==> config.mk <==
export PLATFORM = sky130hd
export DESIGN_NAME = fetch_decode_stage_flat
export DESIGN_NICKNAME = d
export VERILOG_FILES = /design/src/rtl/cpu_pkg.sv /design/src/rtl/fetch_decode_stage_if.sv /design/src/rtl/fetch_decode_stage_if_id_reg.sv /design/src/rtl/fetch_decode_stage.sv /design/src/flat_wrapper.sv
export SDC_FILE = /design/constraint.sdc
export NUM_CORES = 1
export LEC_CHECK = 0
export CAP_MARGIN = 20
export CORE_ASPECT_RATIO = 0.6
export CORE_MARGIN = 4
export CORE_UTILIZATION = 47
export CTS_BUF_LIST = sky130_fd_sc_hd__clkbuf_4 sky130_fd_sc_hd__clkbuf_8 sky130_fd_sc_hd__clkbuf_16
export CTS_CLUSTER_SIZE = 30
export DETAILED_ROUTE_END_ITERATION = 7
export HOLD_SLACK_MARGIN = 0.1
export PLACE_DENSITY = 0.89
export SLEW_MARGIN = 20
export SYNTH_ARGS = -nofsm -noshare
export SYNTH_HDL_FRONTEND = slang
export SYNTH_SLANG_ARGS = --single-unit
==> constraint.sdc <==
create_clock -name clk -period 3.3 [get_ports clk]
set_clock_uncertainty 0.1 [all_clocks]
set_input_delay 0.99 -clock clk [delete_from_list [all_inputs] [get_ports clk]]
set_output_delay 0.99 -clock clk [all_outputs]
set_load 0.05 [all_outputs]
==> src/rtl/cpu_pkg.sv <==
// Shared fetch/decode types and constants.
//   XLEN     : datapath and address width
//   NOP_WORD : instruction placed in IF/ID on reset, flush or bubble (sll $0,$0,0)
package cpu_pkg;

  localparam int unsigned XLEN = 32;
  localparam logic [XLEN-1:0] NOP_WORD = 32'h0000_0000;

  typedef enum logic [1:0] {
    ISSUE = 2'd0,
    WAIT  = 2'd1,
    HOLD  = 2'd2
  } fetch_state_e;

  typedef struct packed {
    logic [XLEN-1:0] instr;
    logic [XLEN-1:0] pc_plus4;
    logic            valid;
  } if_id_t;

  // Clear the byte-offset bits to form a word address.
  function automatic logic [XLEN-1:0] word_align(input logic [XLEN-1:0] a);
    return a & ~XLEN'(3);
  endfunction

endpackage

==> src/rtl/fetch_decode_stage_if.sv <==
// Instruction-memory request/acknowledge bus.
//   imem_req   : fetch request (stage -> memory)
//   imem_addr  : word address, bits [1:0] zero (stage -> memory)
//   imem_ack   : one-cycle response strobe (memory -> stage)
//   imem_rdata : instruction word, valid with imem_ack (memory -> stage)
interface fetch_decode_stage_if;
  import cpu_pkg::*;

  logic            imem_req;
  logic [XLEN-1:0] imem_addr;
  logic            imem_ack;
  logic [XLEN-1:0] imem_rdata;

  modport master (output imem_req, imem_addr, input imem_ack, imem_rdata);
  modport slave  (input imem_req, imem_addr, output imem_ack, imem_rdata);

endinterface

==> src/rtl/fetch_decode_stage_if_id_reg.sv <==
// IF/ID pipeline register.
//   clk, rst_n : clock, asynchronous active-low reset
//   stall_i    : hold current contents
//   flush_i    : clear to NOP (beats stall_i)
//   load_i     : d_i carries a real instruction; otherwise insert a bubble
//   d_i / q_o  : register input / contents
module if_id_reg
  import cpu_pkg::*;
(
  input  logic   clk,
  input  logic   rst_n,
  input  logic   stall_i,
  input  logic   flush_i,
  input  logic   load_i,
  input  if_id_t d_i,
  output if_id_t q_o
);

  localparam if_id_t BUBBLE = '{instr: NOP_WORD, pc_plus4: '0, valid: 1'b0};

  always_ff @(posedge clk or negedge rst_n) begin
    if (!rst_n) begin
      q_o <= BUBBLE;
    end else if (flush_i) begin
      q_o <= BUBBLE;
    end else if (!stall_i) begin
      q_o <= load_i ? d_i : BUBBLE;
    end
  end

endmodule

==> src/rtl/fetch_decode_stage.sv <==
// Fetch-to-decode stage: runs the variable-latency instruction-memory
// handshake for pc_f, loads IF/ID, buffers one word while decode stalls and
// drops responses made stale by a flush.
//   clk, rst_n             : clock, asynchronous active-low reset
//   pc_f                   : current fetch PC
//   stall_d, flush_d       : hazard-unit hold / clear of IF/ID
//   imem                   : instruction-memory bus (master side)
//   instr_d, pc_plus4_d,
//   valid_d                : IF/ID contents
//   fetch_stall            : freeze pc_f while no instruction is ready
//   perf_fetched,
//   perf_wait_cycles       : only with FETCH_PERF_EN defined
module fetch_decode_stage
  import cpu_pkg::*;
(
  input  logic                  clk,
  input  logic                  rst_n,
  input  logic [XLEN-1:0]       pc_f,
  input  logic                  stall_d,
  input  logic                  flush_d,
  fetch_decode_stage_if.master  imem,
  output logic [XLEN-1:0]       instr_d,
  output logic [XLEN-1:0]       pc_plus4_d,
  output logic                  valid_d,
  output logic                  fetch_stall
`ifdef FETCH_PERF_EN
  ,
  output logic [31:0]           perf_fetched,
  output logic [31:0]           perf_wait_cycles
`endif
);

  fetch_state_e    state_q;
  logic            drop_q;
  logic [XLEN-1:0] req_pc_q;
  logic [XLEN-1:0] hold_instr_q;
  logic [XLEN-1:0] hold_pc4_q;

  logic            req_c;
  logic [XLEN-1:0] cur_pc_c;
  logic [XLEN-1:0] pc4_c;
  logic            ack_c;
  logic            resp_c;
  logic            take_c;
  if_id_t          ifid_d;
  if_id_t          ifid_q;

  // Request is suppressed in HOLD and while reset is asserted.
  assign req_c    = rst_n && (state_q != HOLD);
  assign cur_pc_c = (state_q == WAIT) ? req_pc_q : word_align(pc_f);
  assign pc4_c    = cur_pc_c + XLEN'(4);
  assign ack_c    = req_c && imem.imem_ack;
  // A real word arrived (not the answer to a flushed request).
  assign resp_c   = ack_c && !((state_q == WAIT) && drop_q);
  assign take_c   = resp_c && !flush_d;

  assign imem.imem_req  = req_c;
  assign imem.imem_addr = cur_pc_c;

  // A dropped ack still leaves no instruction, so pc_f stays frozen.
  assign fetch_stall = !resp_c;

  // Fetch FSM, drop flag and hold buffer.
  always_ff @(posedge clk or negedge rst_n) begin
    if (!rst_n) begin
      state_q      <= ISSUE;
      drop_q       <= 1'b0;
      req_pc_q     <= '0;
      hold_instr_q <= NOP_WORD;
      hold_pc4_q   <= '0;
    end else begin
      if (take_c && stall_d) begin
        hold_instr_q <= imem.imem_rdata;
        hold_pc4_q   <= pc4_c;
      end
      case (state_q)
        ISSUE: begin
          if (!ack_c) begin
            state_q  <= WAIT;
            req_pc_q <= cur_pc_c;
            drop_q   <= flush_d;
          end else if (take_c && stall_d) begin
            state_q <= HOLD;
          end
        end
        WAIT: begin
          if (ack_c) begin
            drop_q  <= 1'b0;
            state_q <= (take_c && stall_d) ? HOLD : ISSUE;
          end else if (flush_d) begin
            drop_q <= 1'b1;
          end
        end
        HOLD: begin
          if (flush_d || !stall_d) state_q <= ISSUE;
        end
        default: state_q <= ISSUE;
      endcase
    end
  end

  // IF/ID source: buffered word in HOLD, otherwise the memory response.
  always_comb begin
    ifid_d = '{instr: imem.imem_rdata, pc_plus4: pc4_c, valid: 1'b1};
    if (state_q == HOLD) begin
      ifid_d = '{instr: hold_instr_q, pc_plus4: hold_pc4_q, valid: 1'b1};
    end
  end

  if_id_reg u_if_id (
    .clk     (clk),
    .rst_n   (rst_n),
    .stall_i (stall_d),
    .flush_i (flush_d),
    .load_i  (take_c || (state_q == HOLD)),
    .d_i     (ifid_d),
    .q_o     (ifid_q)
  );

  assign instr_d    = ifid_q.instr;
  assign pc_plus4_d = ifid_q.pc_plus4;
  assign valid_d    = ifid_q.valid;

`ifdef FETCH_PERF_EN
  // Delivered-word and stall-cycle counters, free-running with wrap.
  always_ff @(posedge clk or negedge rst_n) begin
    if (!rst_n) begin
      perf_fetched     <= '0;
      perf_wait_cycles <= '0;
    end else begin
      if (resp_c)      perf_fetched     <= perf_fetched + 32'd1;
      if (fetch_stall) perf_wait_cycles <= perf_wait_cycles + 32'd1;
    end
  end
`endif

endmodule

==> src/flat_wrapper.sv <==
// flat-port wrapper written by rule: the top's interface ports become plain ports
module fetch_decode_stage_flat import cpu_pkg::*;
  (clk, rst_n, pc_f, stall_d, flush_d, instr_d, pc_plus4_d, valid_d, fetch_stall, imem_imem_req, imem_imem_addr, imem_imem_ack, imem_imem_rdata);
  fetch_decode_stage_if imem_i ();
  input  logic clk;
  input  logic rst_n;
  input  logic [XLEN-1:0] pc_f;
  input  logic stall_d;
  input  logic flush_d;
  output logic [XLEN-1:0] instr_d;
  output logic [XLEN-1:0] pc_plus4_d;
  output logic valid_d;
  output logic fetch_stall;
  output wire logic [$bits(imem_i.imem_req)-1:0] imem_imem_req;
  output wire logic [$bits(imem_i.imem_addr)-1:0] imem_imem_addr;
  input wire logic [$bits(imem_i.imem_ack)-1:0] imem_imem_ack;
  input wire logic [$bits(imem_i.imem_rdata)-1:0] imem_imem_rdata;
  assign imem_imem_req = imem_i.imem_req;
  assign imem_imem_addr = imem_i.imem_addr;
  assign imem_i.imem_ack = imem_imem_ack;
  assign imem_i.imem_rdata = imem_imem_rdata;
  fetch_decode_stage u_core (.clk(clk), .rst_n(rst_n), .pc_f(pc_f), .stall_d(stall_d), .flush_d(flush_d), .imem(imem_i), .instr_d(instr_d), .pc_plus4_d(pc_plus4_d), .valid_d(valid_d), .fetch_stall(fetch_stall));
endmodule
# Yosys cells after proc, flatten, opt, wreduce, memory -nomap -nowiden
# Index checks and enable logic that the tools add are counted.
[op_classes]
reduce_logical = 17
n_bitwise = 1
add_sub_neg = 1
eq_ne = 9
muxes = 15
[op_table]
columns = ["op", "count"]
rows = [
  ["65-bit 2-to-1 mux", 4],
  ["32-bit by 3-bit adder with 32-bit output (second input constant)", 1],
  ["32-bit 2-to-1 mux", 1],
  ["2-bit 2-to-1 mux", 5],
  ["1-bit logical AND", 6],
  ["2-bit by 1-bit inequality test with 1-bit output (second input constant)", 3],
  ["2-bit case mux with 3 select lines", 1],
  ["3-bit AND reduction", 2],
  ["1-bit logical NOT", 4],
  ["2-bit inequality test (second input constant)", 2],
  ["1-bit 2-to-1 mux", 3],
  ["3-bit by 2-bit inequality test with 1-bit output (second input constant)", 1],
  ["3-bit inequality test (second input constant)", 1],
  ["2-bit by 1-bit equality test with 1-bit output (second input constant)", 1],
  ["2-bit equality test (second input constant)", 1],
  ["2-bit logical NOT", 1],
  ["1-bit logical OR", 2],
  ["1-bit case mux with 2 select lines", 1],
  ["2-bit AND reduction", 1],
  ["2-bit nonzero test", 1],
  ["1-bit inverter", 1],
]
[word_totals]
word_cells = 51
reg_bits = 164

# Depth between registers and ports, before layout
# Gate-level depths: netlist of the first run.
[logic_depth]
word_depth = 9
depth_mapped = 14

# Hierarchy
# Synthesis of the first run repeated with hierarchy kept, for this count alone.
[hier_totals]
cells_unflattened = 774
area_unflattened_um2 = 8408.1
[by_module_without_submodules]
columns = ["mod", "instances", "seq_area_each_um2", "area_each_um2", "cells_each"]
rows = [
  ["fetch_decode_stage", 1, 2477.4, 5958.2, 620],
  ["if_id_reg", 1, 1626.6, 2449.8, 154],
]

# Least setup slack after synthesis of the first run
# No wires, ideal clock.
[synth_path]
kind = "register -> register"
start = "reg u_core.state_q[1]"
end = "reg u_core.hold_pc4_q[28]"
setup_time_ns = 0.126
path_slack_ns = -0.309
arrival_ns = 3.383
stages_incl_launch_ff = 15
n_path_buf = 6
cell_sequence = "dfrtp_1 -> buf_6 -> nand2b_4 -> buf_6 -> buf_2 -> buf_2 -> buf_2 -> mux2i_1 -> inv_1 -> ha_1 -> o2111ai_1 -> clkbuf_1 -> nor4_1 -> nor3_1 -> a221o_1"
[synth_between]
word_cells_on_any_way = 11
classes_between = "1 x add/sub; 2 x eq/ne; 1 x mux; 7 x reduce/logical"
[synth_rtl]
columns = ["item", "line", "source"]
rows = [
  ["start: declaration", "fetch_decode_stage.sv:33", "fetch_state_e state_q;"],
  ["start signal: assignment", "fetch_decode_stage.sv:89", "state_q <= (take_c && stall_d) ? HOLD : ISSUE;"],
  ["2-bit by 1-bit equality test with 1-bit output", "fetch_decode_stage.sv:50", "assign cur_pc_c = (state_q == WAIT) ? req_pc_q : word_align(pc_f);"],
  ["32-bit 2-to-1 mux", "fetch_decode_stage.sv:50", ""],
  ["named net imem_imem_addr[2]", "flat_wrapper.sv:15", "output wire logic [$bits(imem_i.imem_addr)-1:0] imem_imem_addr;"],
  ["32-bit by 3-bit adder with 32-bit output", "fetch_decode_stage.sv:51", "assign pc4_c = cur_pc_c + XLEN'(4);"],
  ["end signal: assignment", "fetch_decode_stage.sv:74", "hold_pc4_q <= pc4_c;"],
  ["end: declaration", "fetch_decode_stage.sv:37", "logic [XLEN-1:0] hold_pc4_q;"],
]
# The timed path passes the listed nets, and every way through them passes these cells.
# A chain may end at the register's enable or synchronous reset.

# Worst setup path after layout of the first run
[layout_path]
start = "in pc_f[18]"
end = "out imem_imem_addr[18]"
[layout_between]
elab_chain_cells = 1
[layout_lines]
columns = ["item", "line", "source"]
rows = [
  ["start: declaration", "flat_wrapper.sv:7", "input logic [XLEN-1:0] pc_f;"],
  ["32-bit 2-to-1 mux", "fetch_decode_stage.sv:50", ""],
  ["end: declaration", "flat_wrapper.sv:15", ""],
]
# Every way passes these cells.

==> results_dict.tcl, run 1 <==
set metrics [dict create \
    outcome "finished clean" \
    ys_seq_area_share_pct 51.0 \
    core_area_um2 16500 \
    area_growth_pct 41.0 \
    final_area_um2 11400 \
    antenna_left 0 \
    htree_levels 4 \
    switching_share_pct 34.5 \
    io_pins 168 \
    comb_power_share_pct 34.4 \
    max-clock-path-buffers 2 \
    grt_use_total_pct 24.6 \
    numPortBuffers 165 \
    clk_latency_ps 420 \
    grt_pass1_wl_um 37300 \
    synth.net_count 871 \
    hold_viol_final 0 \
    critical_path.startpoint_type "primary input" \
    cts_root_buf "clkbuf_16" \
    syn_avg_cell_area_um2 10.1 \
    postRouteWirelength_um 23500 \
    tritoncts "done" \
    cp_max_fo 3 \
    utilization_pct 68.7 \
    worst_slew_pin_slew_ps 937 \
    nets 1078 \
    firstDrtPassIters 5 \
    worstSetupPathType "primary input to primary output" \
    cts_sinks 164 \
    num_rows 36 \
    yosys.area.top_type_share_pct 51.0 \
    setup_tns_ps 0 \
    syn_inst 801 \
    fmax_ghz 0.309 \
    ys_ff_latch 164 \
    endpoint_kind "primary output" \
    synth_ff_type "dfrtp_1" \
    dieArea_um2 19400 \
    worstRegToRegCells 8 \
    drc_errors 0 \
    fin_crit_sh_pct 98.0 \
    power_leakage_nw 4.92 \
    dpl.hpwl_um 17000 \
    power_mw 7.41 \
    wl_per_cell_um 18.9 \
    drive_gt1_share_pct 20.7 \
    regArea_um2 4110 \
    nFillCells 1214 \
    post_cts.repair.setup_buffers 0 \
    power.switching_mw 2.56 \
    rsz0062_at_grt "false" \
    layout_common_cells "163 x dfrtp_1, 130 x clkdlybuf4s50_1, 118 x nand2_1" \
    setup_viol 0 \
    async_reset_ff_share_pct 100 \
    grt_max_degree 75 \
    numCtsBuffers 17 \
    yosys.area.top_type "dfrtp_1" \
    clk_pin_slew_ps 60 \
    cap_violations 0 \
    gr-total-overflow 0 \
    first_iter_violations 713 \
    worst_hold_slack_ps 261 \
    slew_headroom_pct 37.5 \
    multiInputGateArea_um2 3660 \
    synthesis.area_um2 8050 \
    gp_congestion 0.961 \
    antenna_found_initial 0 \
    synth_edf_count 0 \
    dpl_cell_area_um2 10700 \
    die_h_um 109 \
    vdd_drop_max_mv 0.404 \
    die_x_um 177 \
    seqPwrFrac_pct 36.3 \
    first_global_vias 7050 \
    hold_path.class "primary input to asynchronous set/reset pin" \
    period_needed_ps 3230 \
    drv_slew 0 \
    power_density_nw_per_um2 653 \
    antenna_cells 0 \
    layout_commonest_cell "dfrtp_1" \
    yosysWarnings 0 \
    p_int_mw 4.86 \
    synth_area_leaders "dfrtp_1 51%, mux2i_1 9.3%, mux2_2 6.9%, nand2_1 5.5%, o21ai_0 4.3%" \
    clkPwrFrac_pct 29.4 \
    arrival_ps 2140 \
    initial_core_util_pct 48.7 \
    vias 6992 \
    yosysUniqueCellTypes 46 \
    vias_per_cell 5.60 \
    worstPathRequired_ps 2210 \
]
## final timing paths
path | startpoint | endpoint | slack (ps)
min in group clk | u_core.u_if_id.q_o[59]$_DFFE_PN0P_ | u_core.u_if_id.q_o[59]$_DFFE_PN0P_ | 380
worst min register to register | u_core.u_if_id.q_o[59]$_DFFE_PN0P_ | u_core.u_if_id.q_o[59]$_DFFE_PN0P_ | 380
worst max-delay path | pc_f[18] | imem_imem_addr[18] | 70
worst max register to register | u_core.state_q[1]$_DFFE_PN0P_ | u_core.u_if_id.q_o[26]$_DFFE_PN0P_ | 510
worst min-delay path | rst_n | u_core.drop_q$_DFFE_PN0P_ | 260
max in group asynchronous | rst_n | u_core.hold_pc4_q[4]$_DFFE_PN0P_ | 970
## layer usage
| metal | routed length, µm | part of all wire (%) | global-route usage [%] |
|---|---|---|---|
| met1 | 10200 | 43 | 34.5 |
| met2 | 10800 | 46 | 38.5 |
| met3 | 2270 | 9.6 | 6.43 |
| met4 | 262 | 1.1 | 6.18 |
| met5 | 0 | 0 | 0 |
## logic make-up after synthesis
family | count (synthesis) | synth area share [%]
adder cells (fa/ha/maj) | 1 | 0.155
flip-flops | 164 | 51.0
XOR/XNOR | 18 | 1.96
buffers and inverters | 80 | 4.27
AND/OR/NAND/NOR | 260 | 14.6
AO/OA/AOI/OAI | 148 | 10.8
multiplexers | 130 | 17.3
## cell usage after synthesis, types with 12 or more instances
| cell | count |
|---|---|
| a21oi_1 | 39 |
| a32oi_1 | 12 |
| clkbuf_1 | 40 |
| dfrtp_1 | 164 |
| inv_1 | 28 |
| mux2_2 | 49 |
| mux2i_1 | 75 |
| nand2_1 | 119 |
| nor2_1 | 54 |
| nor3_1 | 30 |
| o21ai_0 | 69 |
| xnor2_1 | 15 |
## sequential cells by signal (all words and copies together), names as in the netlist
signal and cells:
u_core.req_pc_q 32, u_core.hold_pc4_q 32, u_core.state_q 2, u_core.hold_instr_q 32
u_core.drop_q 1, u_core.u_if_id.q_o 65
## stage by stage
| step | setup WS [ps] | instances |
|---|---|---|
| 6_report | 65.1 | 1249 |
| 5_1_grt | 15.2 | 1249 |
| 4_1_cts | 46.8 | 1249 |
| 3_5_place_dp | -53.4 | 1217 |
| 3_3_place_gp | -2.06 | 1217 |
| 2_1_floorplan | 8.62 | 801 |
## cell type report
class / instances / area share (%)
multi-input cells: 557 / 32.2
clock buffers: 18 / 3.81
repair buffers: 240 / 22.5
clock inverters: 14 / 1.86
flip-flops and latches: 164 / 36.2
inverters: 28 / 0.926
well taps: 228 / 2.51
## power by group through the flow
stage | registers, mW | logic [mW] | clock network [mW]
floorplan | 2.71 | 1.32 | 0
global placement | 2.67 | 2.45 | 0
detailed placement | 2.70 | 2.52 | 0
CTS | 2.67 | 2.54 | 2.19
global route | 2.73 | 2.70 | 2.30
finish | 2.69 | 2.55 | 2.18
## what timing repair did
action | in CTS | in global routing
resized for setup | 0 | 3
hold buffers | 0 | 0
endpoints found under the hold margin | 0 | 0
endpoints found under the setup margin | 0 | 4
## worst max-delay path: stages
cell	delay (ps)
clkdlybuf4s50_1	440
buf_4	150
mux2i_1	190
inv_1	180
buf_12	190
(Power assumes the default switching activity.)
==> run 2: changes to the inputs <==
Settings changed: REMOVE_ABC_BUFFERS set to 1.
==> results_dict.tcl, run 2 (same netlist as run 1, synthesis figures left out) <==
set metrics [dict create \
    endpoint_kind "primary output" \
    reg2reg_slack_ps 260 \
    min_from "u_core.u_if_id.q_o[60]$_DFFE_PN0P_" \
    area_growth_pct 40.8 \
    cts_sinks 164 \
    setup_viol 0 \
    fmax_ghz 0.312 \
    clkPwrFrac_pct 27.9 \
    final_area_um2 11300 \
    gr-usage-met1_pct 33.4 \
    grtUsageMet3_pct 7.70 \
    rr_endpoint "u_core.hold_pc4_q[28]$_DFFE_PN0P_" \
    first_iter_violations 612 \
    max_stage_delay_ps 450 \
    comb_power_share_pct 35.2 \
    hold_viol_final 0 \
    worstSetupPathType "primary input to primary output" \
    num_rows 36 \
    worst_hold_slack_ps 379 \
    layout_commonest_cell "dfrtp_1" \
    cp_max_fo 5 \
    numCtsBuffers 17 \
    slew_headroom_pct 45.4 \
    htree_levels 4 \
    worst_slew_pin_slew_ps 817 \
    dieArea_um2 19400 \
    vdd_drop_max_mv 0.398 \
    clk_latency_ps 420 \
    critPathSlowestCell "clkdlybuf4s50_1" \
    hold-path-cell-count 2 \
    gp_congestion 0.884 \
    dpl.hpwl_um 16300 \
    tritoncts "done" \
    antenna_found_initial 0 \
    antenna_left 0 \
    cts-hold-fix-buffers 0 \
    postRouteWirelength_um 22900 \
    crit_chain "clkdlybuf4s50_1 > mux2_2 > buf_4 > buf_12" \
    layout.cells.non_filler 1250 \
    switching_share_pct 35.4 \
    power_leakage_nw 4.92 \
    seqPwrFrac_pct 36.9 \
    setup_ws_ps 92.8 \
    vias 6975 \
    max-clock-path-buffers 2 \
    pre_cts_slack_ps -50.4 \
    arrival_ps 2120 \
    hold_path.class "flop to flop" \
    die_h_um 109 \
    nFillCells 1230 \
    top_usage_layer "met2" \
    grt_max_degree 82 \
    hold_end "u_core.u_if_id.q_o[60]$_DFFE_PN0P_" \
    critical_path.startpoint_type "primary input" \
    drc_errors 0 \
    drv_slew 0 \
    r2r-start "u_core.state_q[1]$_DFFE_PN0P_" \
    antenna_cells 0 \
    initial_core_util_pct 48.7 \
    wl_per_cell_um 18.3 \
    layout_common_cells "163 x dfrtp_1, 130 x clkdlybuf4s50_1, 118 x nand2_1" \
    p_int_mw 4.68 \
    core_area_um2 16500 \
    vias_per_cell 5.58 \
    grt_pass1_wl_um 36300 \
    dp.cells 1216 \
    power_density_nw_per_um2 639 \
    drive_gt1_share_pct 20.3 \
    cap_violations 0 \
    clk_pin_slew_ps 70 \
    die_x_um 177 \
    cts_root_buf "clkbuf_16" \
    largest_register "u_core.u_if_id.q_o" \
    worstPathRequired_ps 2210 \
    grt_util_met2_pct 37.2 \
    dpl_cell_area_um2 10700 \
    fin_crit_sh_pct 97.2 \
    largest_reg_flops 65 \
    firstDrtPassIters 5 \
    period_needed_ps 3210 \
    power.switching_mw 2.56 \
    nets 1079 \
    worstRegToRegCells 10 \
    numPortBuffers 165 \
    gr-total-overflow 0 \
    grt_use_total_pct 23.8 \
    outcome "finished clean" \
    io_pins 168 \
    first_global_vias 6867 \
    rsz0062_at_grt "false" \
]
run 2: cell types whose count changed in the layout (fill, tap and decap cells not counted), sizes merged:
cell	delta
bufinv	-3
clkinv	+2
buf	+1
clkinvlp	+1
run 2: power groups by stage:
stage	combinational [mW]	clock [mW]	sequential (mW)
final	2.55	2.02	2.67
after global routing	2.71	2.14	2.71
after CTS	2.55	2.04	2.66
after detailed placement	2.53	0	2.69
after global placement	2.45	0	2.66
after floorplan	1.29	0	2.71
run 2: cell type report:
cell class / count / area (µm²) / area share (%)
multi-input combinational: 557 / 3640 / 32.1
clock buffer: 18 / 439 / 3.87
clock inverter: 14 / 161 / 1.42
tap: 228 / 285 / 2.52
sequential: 164 / 4110 / 36.2
inverter: 28 / 105 / 0.927
timing repair buffer: 241 / 2610 / 23.0
run 2: worst max path at each step:
stage                                       start                                  to  slack [ps]  cells after the start
floorplan                                 flush_d   u_core.hold_pc4_q[21]$_DFFE_PN0P_       -2530                      4
global placement                         pc_f[15]  u_core.u_if_id.q_o[32]$_DFFE_PN0P_         -60                      8
detailed placement                       pc_f[15]  u_core.u_if_id.q_o[28]$_DFFE_PN0P_         -50                      8
CTS                 u_core.state_q[1]$_DFFE_PN0P_                  imem_imem_addr[14]          60                      5
global route        u_core.state_q[0]$_DFFE_PN0P_                  imem_imem_addr[12]          20                      5
finish                                   pc_f[14]                  imem_imem_addr[14]          90                      4
run 2: worst max-delay path, delay by kind of cell:
family | cells | cell delay [ps]
muxes | 1 | 350
buffers and inverters | 3 | 770
run 2: what timing repair did:
action                                  in CTS  in global routing
setup buffers                                2                  0
endpoints found under the setup margin       2                  3
resized for setup                            0                  1
run 2: per-stage QoR:
| step | TNS [ps] | utilization (%) | total power, mW |
|---|---|---|---|
| after CTS | 0 | 68.6 | 7.25 |
| after floorplan | -280510 | - | 4.00 |
| after detailed placement | -178 | 64.9 | 5.22 |
| final | 0 | 68.6 | 7.24 |
| after global placement | -330 | 64.9 | 5.11 |
| after global routing | 0 | 68.6 | 7.56 |
run 2: layer usage:
| layer | vias up | routed length [µm] |
|---|---|---|
| li1 | 3221 | - |
| met1 | 3448 | 10200 |
| met2 | 295 | 10300 |
| met3 | 11 | 2280 |
| met4 | 0 | 100 |
| met5 | - | 0 |
==> run 3: changes to the inputs <==
Settings changed: CELL_PAD_IN_SITES_DETAIL_PLACEMENT set to 1, CELL_PAD_IN_SITES_GLOBAL_PLACEMENT set to 1, CORE_UTILIZATION 47 to 36.
==> results_dict.tcl, run 3 (same netlist as run 1, synthesis figures left out) <==
set metrics [dict create \
    grt_pass1_wl_um 42400 \
    critical_path_buf_inv_count 4 \
    drc_errors 0 \
    htree_levels 4 \
    critical_path.startpoint_type "primary input" \
    worst_slew_pin_slew_ps 1010 \
    numCtsBuffers 17 \
    postRouteWirelength_um 26600 \
    cp_max_fo 2 \
    hold_path.class "flop to flop" \
    reg2reg_slack_ps 420 \
    area_growth_pct 43.6 \
    clk_latency_ps 430 \
    fin_crit_sh_pct 99.4 \
    min_from "u_core.u_if_id.q_o[46]$_DFFE_PN0P_" \
    vias 7014 \
    grt_max_degree 165 \
    critPathLaunch "pc_f[6]" \
    power_density_nw_per_um2 651 \
    largest_register "u_core.u_if_id.q_o" \
    worstRegToRegCells 10 \
    largest_reg_flops 65 \
    initial_core_util_pct 36.6 \
    crit_family "buffers and inverters" \
    max_stage_delay_ps 510 \
    numPortBuffers 165 \
    first_global_vias 7619 \
    r2r-start "u_core.state_q[1]$_DFFE_PN0P_" \
    vias_per_cell 5.32 \
    pre_cts_slack_ps -145 \
    layout_common_cells "162 x dfrtp_1, 130 x clkdlybuf4s50_1, 118 x nand2_1" \
    crit_chain "clkdlybuf4s50_1 > buf_4 > mux2i_2 > inv_2 > buf_12" \
    setup_viol 0 \
    grt_use_total_pct 21.8 \
    drv_slew 0 \
    hold_viol_final 0 \
    num_rows 42 \
    power_leakage_nw 4.99 \
    worstPathRequired_ps 2210 \
    antenna_cells 0 \
    dpl.hpwl_um 18900 \
    rr_endpoint "u_core.hold_pc4_q[28]$_DFFE_PN0P_" \
    power_mw 7.54 \
    period_needed_ps 3280 \
    worst_hold_slack_ps 380 \
    max-clock-path-buffers 2 \
    hold_end "u_core.u_if_id.q_o[46]$_DFFE_PN0P_" \
    dp.cells 1285 \
    utilization_pct 52.5 \
    antenna_found_initial 1 \
    cts-hold-fix-buffers 0 \
    rsz0062_at_grt "false" \
    hold-path-cell-count 2 \
    drive_gt1_share_pct 21.7 \
    clk_pin_slew_ps 60 \
    gr-total-overflow 0 \
    gp_congestion 0.827 \
    first_iter_violations 405 \
    tritoncts "done" \
    layout.cells.non_filler 1318 \
    die_h_um 124 \
    nFillCells 2403 \
    cap_violations 0 \
    wl_per_cell_um 20.2 \
    dieArea_um2 24900 \
    die_x_um 201 \
    setup_ws_ps 20.2 \
    antenna_left 0 \
    core_area_um2 22000 \
    worstSetupPathType "primary input to primary output" \
    slew_headroom_pct 32.3 \
    fmax_ghz 0.305 \
    firstDrtPassIters 6 \
    arrival_ps 2190 \
    endpoint_kind "primary output" \
    io_pins 168 \
    layout_commonest_cell "dfrtp_1" \
    nets 1089 \
    vdd_drop_max_mv 0.372 \
    outcome "finished clean" \
    cts_sinks 164 \
    cts_root_buf "clkbuf_16" \
    critPathSlowestCell "clkdlybuf4s50_1" \
]
[run 3: changes by cell type in the layout (fill, tap and decap cells not counted), sizes merged]
cell	change
clkinvlp	-1
inv	-8
bufinv	+4
clkbuf	+2
clkinv	+3
buf	+10
[run 3: worst reg2reg max path: cells and delay by family, from the launching register on]
family	cells	cell delay, ps
compound gates	2	420
fa+ha+maj	1	190
buf+inv	3	620
flops	1	480
mux	1	300
simple gates	3	660
[run 3: repair_timing]
action,CTS,global route
setup buffers,1,0
setup endpoints to repair,11,5
resized for setup,3,5
pin swaps,0,0
[run 3: worst max path at each step]
stage | slack (ps) | endpoint | cells after the start
detailed placement | -140 | u_core.hold_pc4_q[31]$_DFFE_PN0P_ | 8
CTS | 20 | imem_imem_addr[12] | 5
global placement | -60 | u_core.hold_pc4_q[28]$_DFFE_PN0P_ | 10
global route | 4 | imem_imem_addr[16] | 5
finish | 20 | imem_imem_addr[6] | 5
floorplan | -2530 | u_core.hold_pc4_q[21]$_DFFE_PN0P_ | 4
[run 3: stage by stage]
step	instance area (µm²)	TNS, ps
after detailed placement	10900	-584
final	11600	0
after global routing	11600	0
after floorplan	7820	-280510
after global placement	10900	-60.5
after CTS	11600	0
[run 3: final cells by class]
class | count | area, µm² | area share [%]
clock buffers | 20 | 460 | 3.98
clock inverters | 12 | 203 | 1.75
inverters | 28 | 105 | 0.909
multi-input cells | 557 | 3660 | 31.6
flip-flops and latches | 164 | 4110 | 35.5
well taps | 286 | 358 | 3.09
repair buffers | 251 | 2680 | 23.1
[run 3: routing by layer]
layer | GRT usage [%] | vias to the layer above | part of all wire, %
li1 | - | 3229 | -
met1 | 29.8 | 3581 | 47
met2 | 35.7 | 183 | 47
met3 | 5.70 | 19 | 5.5
met4 | 4.08 | 2 | 0.59
met5 | 0 | - | 0.049
[run 3: where the power goes]
part / internal (mW) / total (mW) / switching, mW
Combinational: 1.18 / 2.61 / 1.43
Clock: 1.39 / 2.24 / 0.848
Sequential: 2.41 / 2.68 / 0.267
Total: 4.99 / 7.54 / 2.55
